### src/rtl/piece_sequencer.sv
// piece_sequencer: picks tetromino types for each spawn. Keeps one current
// piece and one preview piece, drawn from a free-running LFSR with rejection
// sampling and a bounded reroll count, and serves spawns via req/ack.
module piece_sequencer #(
    parameter logic [7:0] SEED       = 8'hA5,
    parameter int         NUM_TYPES  = 5,
    parameter int         MAX_REROLL = 7
) (
    input  logic       clk,
    input  logic       rst_n,
    input  logic       spawn_req,
    output logic       spawn_ack,
    output logic [2:0] block_type,
    output logic [2:0] next_type,
    output logic       seq_valid
);

    // Reroll counter only needs to reach MAX_REROLL-1.
    localparam int             RW       = (MAX_REROLL > 1) ? $clog2(MAX_REROLL) : 1;
    localparam logic [RW-1:0]  RR_LAST  = RW'(MAX_REROLL - 1);
    localparam logic [3:0]     NT       = 4'(NUM_TYPES);
    // An all-zero LFSR would lock up, so a zero seed is replaced.
    localparam logic [7:0]     SEED_EFF = (SEED == 8'h00) ? 8'h01 : SEED;

    typedef enum logic [1:0] {FILL0, FILL1, READY, DRAW} state_t;

    state_t        state_q;
    logic [7:0]    lfsr_q, lfsr_d;
    logic [RW-1:0] reroll_q, reroll_d;
    logic [2:0]    block_q, next_q;
    logic          valid_q, ack_q;
    logic          draw_hit;
    logic [2:0]    draw_val;

    // Next LFSR value and the outcome of a draw on the current LFSR value.
    always_comb begin
        lfsr_d   = {lfsr_q[6:0], lfsr_q[7] ^ lfsr_q[5] ^ lfsr_q[4] ^ lfsr_q[3]};
        draw_hit = 1'b1;
        draw_val = lfsr_q[2:0];
        reroll_d = '0;
        if ({1'b0, lfsr_q[2:0]} >= NT) begin
            if (reroll_q == RR_LAST) begin
                // Out of rerolls: force the fallback type so a draw is bounded.
                draw_val = 3'd0;
            end else begin
                draw_hit = 1'b0;
                reroll_d = reroll_q + RW'(1);
            end
        end
    end

    // Fill / ready / draw sequencer with registered outputs.
    always_ff @(posedge clk or negedge rst_n) begin
        if (!rst_n) begin
            state_q  <= FILL0;
            lfsr_q   <= SEED_EFF;
            reroll_q <= '0;
            block_q  <= 3'd0;
            next_q   <= 3'd0;
            valid_q  <= 1'b0;
            ack_q    <= 1'b0;
        end else begin
            lfsr_q <= lfsr_d;
            ack_q  <= 1'b0;
            case (state_q)
                FILL0: begin
                    reroll_q <= reroll_d;
                    if (draw_hit) begin
                        block_q <= draw_val;
                        state_q <= FILL1;
                    end
                end
                FILL1: begin
                    reroll_q <= reroll_d;
                    if (draw_hit) begin
                        next_q  <= draw_val;
                        valid_q <= 1'b1;
                        state_q <= READY;
                    end
                end
                READY: begin
                    if (spawn_req) begin
                        block_q <= next_q;
                        ack_q   <= 1'b1;
                        state_q <= DRAW;
                    end
                end
                DRAW: begin
                    // Requests wait here; req is a level so nothing is lost.
                    reroll_q <= reroll_d;
                    if (draw_hit) begin
                        next_q  <= draw_val;
                        state_q <= READY;
                    end
                end
                default: state_q <= FILL0;
            endcase
        end
    end

    assign spawn_ack  = ack_q;
    assign block_type = block_q;
    assign next_type  = next_q;
    assign seq_valid  = valid_q;

endmodule
### config.mk
export PLATFORM = sky130hd
export DESIGN_NAME = piece_sequencer
export DESIGN_NICKNAME = d
export VERILOG_FILES = /design/src/rtl/piece_sequencer.sv
export SDC_FILE = /design/constraint.sdc
export NUM_CORES = 1
export LEC_CHECK = 0
export BUFFER_PORTS_ARGS = -buffer_cell sky130_fd_sc_hd__buf_4
export CORE_UTILIZATION = 59
export DETAILED_ROUTE_END_ITERATION = 12
export MAX_ROUTING_LAYER = met4
export PLACE_DENSITY = 0.9
export SETUP_SLACK_MARGIN = 0.3
export SYNTH_ARGS = -nofsm -noshare
export SYNTH_HDL_FRONTEND = slang
export SYNTH_SLANG_ARGS = --single-unit
### constraint.sdc
create_clock -name clk -period 2.78 [get_ports clk]
set_input_delay 0.139 -clock clk [delete_from_list [all_inputs] [get_ports clk]]
set_output_delay 0.139 -clock clk [all_outputs]
set_load 0.05 [all_outputs]
==> impl_metrics.toml <==
[sta]
grt_setup_unrepaired = "no"
finalSetupViolCount = 0
slew_viol_final = 0
clock_skew_ns = 0.001816
post-route-min-period_ns = 1.631
timing.hold.ws_ns = 0.06751
maxClockFrequency_ghz = 0.6132
slew_headroom_pct = 75.58
final-hold-violation-count = 0
setup_tns_ns = 0
fin_crit_sh_pct = 58.66
worst_pin_slew_ns = 0.3663

[setup_path]
crit_family = "simple AND/OR/NAND/NOR gates"
crit_start = "reroll_q[0]"
reg2regPathDepth = 4
crit_required_ns = 2.98
crit_fanout = 7
reg2reg_to = "block_type[0]"
end_kind = "register"
cp-start-kind = "register"
path_cells = "and3b_1 > nor3_4 > nor3_4 > mux2_4"
crit_end = "block_type[0]"
reg2reg_setup_slack_ns = 1.15
cp_common_cell = "nor3_4"
critPathArrivalTime_ns = 1.83
slowest_delay_ns = 0.44
worstSetupPathType = "register to register"
reg2reg_from = "reroll_q[0]"
critical-path-slowest-cell = "dfrtp_1"
worst-path-stages = 4
path_buf_inv = 0

[clocking]
htreeDepth = 1
clk-insertion-delay-late_ns = 0.30
ctsHoldBuffers = 1
clk_pin_slew_ns = 0.11
clockBufferDepth = 2
cts_sinks = 21
cts_tree = "done"
cts_setup_buffers = 0
cts_buffers = 3
root_buffer = "clkbuf_4"
cts-resized-gates = 0

[yosys]
synthCells = 78
yosys.area.top_type = "dfrtp_1"
ys_ff_latch = 21
synth_area_sq_um = 922.1
syn_nets = 81
ys_seq_area_share_pct = 57.53
ys_types = 28
ys_warn_count = 0
yosys-top-cells-area = "dfrtp_1, dfstp_2, o21ai_0"
syn_area_per_cell_sq_um = 11.82
synth_top_area_share_pct = 46.13

[routing]
detail_route.wl_per_cell_microns = 16.28
route.antenna.remaining_nets = 0
num_vias = 628
wirelength_microns = 1726
first_iter_violations = 12
vias_per_cell = 5.925
dr.pass1.iters = 4
drc_errors = 0

[placed_design]
io_buffers = 10
dpl.hpwl_microns = 1187
gp_congestion = 0.8364

[pwr]
ir_worst_vdd_mv = 0.4538
p_leak_nw = 0.4693
powerDensity_mw_per_mm2 = 483.0

[die]
num_rows = 13
start_util_pct = 66.70
die_area_sq_mm = 0.001725
coreArea_sq_mm = 0.001383
io_pins = 11
die_h_microns = 41.54
die_w_microns = 41.54

[grt]
first_global_vias = 568
grt_overflow = 0
grt_max_degree = 22
antenna_found_initial = 0
grtUsageTotal_pct = 22.55
grt_pass1_wl_microns = 2684

[cells_and_area]
n_antenna_cell = 0
syn_to_final_growth_pct = 12.08
fin_nets = 95
drive_gt1_share_pct = 26.37

[worst_hold_path]
holdCritPathClass = "input port to register"

[flow_run]
cap_violations = 0

[outcome]
status = "complete, no violations"
## cells in the mapped netlist
master,n
o21bai_1,1
and2b_1,2
dfstp_2,4
mux2_4,2
nand2b_1,3
and2_1,1
nor3_1,1
and3b_1,1
nor2_1,3
buf_6,1
xnor2_1,2
clkbuf_4,1
a22o_1,3
nor2b_1,2
nand3b_1,1
a21oi_1,2
nand2_1,10
o21ai_0,9
xor2_1,1
a32oi_1,2
nor3_4,2
dfrtp_1,17
a21o_2,1
a2bb2oi_1,1
a21o_1,2
inv_1,1
a22o_2,1
o21ai_2,1
## power by group
part	switching (mW)	internal, mW	leakage, nW
Clock	0.0876	0.0559	0.0150
Combinational	0.0261	0.0158	0.191
Sequential	0.00440	0.309	0.264
Total	0.118	0.381	0.469
## metal layers
layer / part of all wire, % / routed length [microns] / track usage (%) / up-vias
met5: 0 / 0 / - / -
met1: 47 / 815 / 30.27 / 297
met2: 43 / 735 / 28.13 / 24
met4: 5.7 / 99 / 20.65 / 0
li1: - / - / - / 299
met3: 4.4 / 76 / 4.783 / 8
## sequential cells by signal (all words and copies together), names as in the netlist
signal	cells
spawn_ack	1
seq_valid	1
block_type	3
state_q	2
lfsr_q	8
next_type	3
reroll_q	3
## layout by cell type, fill, tap and decap left out, types with 3 or more instances in the layout
master	n
nor2_1	3
buf_4	10
nand2_1	10
dfstp_2	4
o21ai_0	9
clkbuf_4	3
nand2b_1	3
a22o_1	3
dfrtp_1	17
## worst register-to-register path, cell delays in order, from the launching register on
cell,delay [ns]
dfrtp_1,0.44
and3b_1,0.40
nor3_4,0.09
nor3_4,0.27
mux2_4,0.33
## metrics by stage
step	instances	area [sq um]	setup slack (ns)	utilization, %	power (mW)
floorplan	78	922.1	1.326	-	0.3458
finish	106	1033	1.149	74.75	0.4992
detailed placement	101	997.2	1.175	72.13	0.3600
global route	106	1033	1.068	74.75	0.5211
CTS	106	1033	1.149	74.75	0.5030
global placement	101	997.2	1.247	72.13	0.3596
## cell type report
class / instances / area (sq um)
Clock buffer: 4 / 26.28
Fill cell: 87 / 349.1
Inverter: 1 / 3.754
Multi-Input combinational cell: 54 / 369.1
Sequential cell: 21 / 530.5
Tap cell: 15 / 18.77
Timing Repair Buffer: 11 / 85.08
## worst min path at each step
stage	startpoint	endpoint	slack, ns	cells after the start
finish	spawn_req	spawn_ack	0.07	2
global route	spawn_req	spawn_ack	0.06	2
CTS	spawn_req	spawn_ack	0.06	2
detailed placement	rst_n	lfsr_q[1]	0.03	1
global placement	rst_n	next_type[0]	0.03	1
floorplan	rst_n	block_type[0]	-0.16	0
## cell families (layout without fill, tap and decap cells)
family                 after synthesis  in the layout  synth area share [%]
AND/OR/NAND/NOR                     26             26                 16.83
AO/OA/AOI/OAI                       23             23                 17.10
flip-flops                          21             21                 57.53
XOR/XNOR                             3              3                 2.850
buffers and inverters                3             16                 2.442
multiplexers                         2              2                 3.257
No activity file was read; power rests on OpenSTA's default activity.
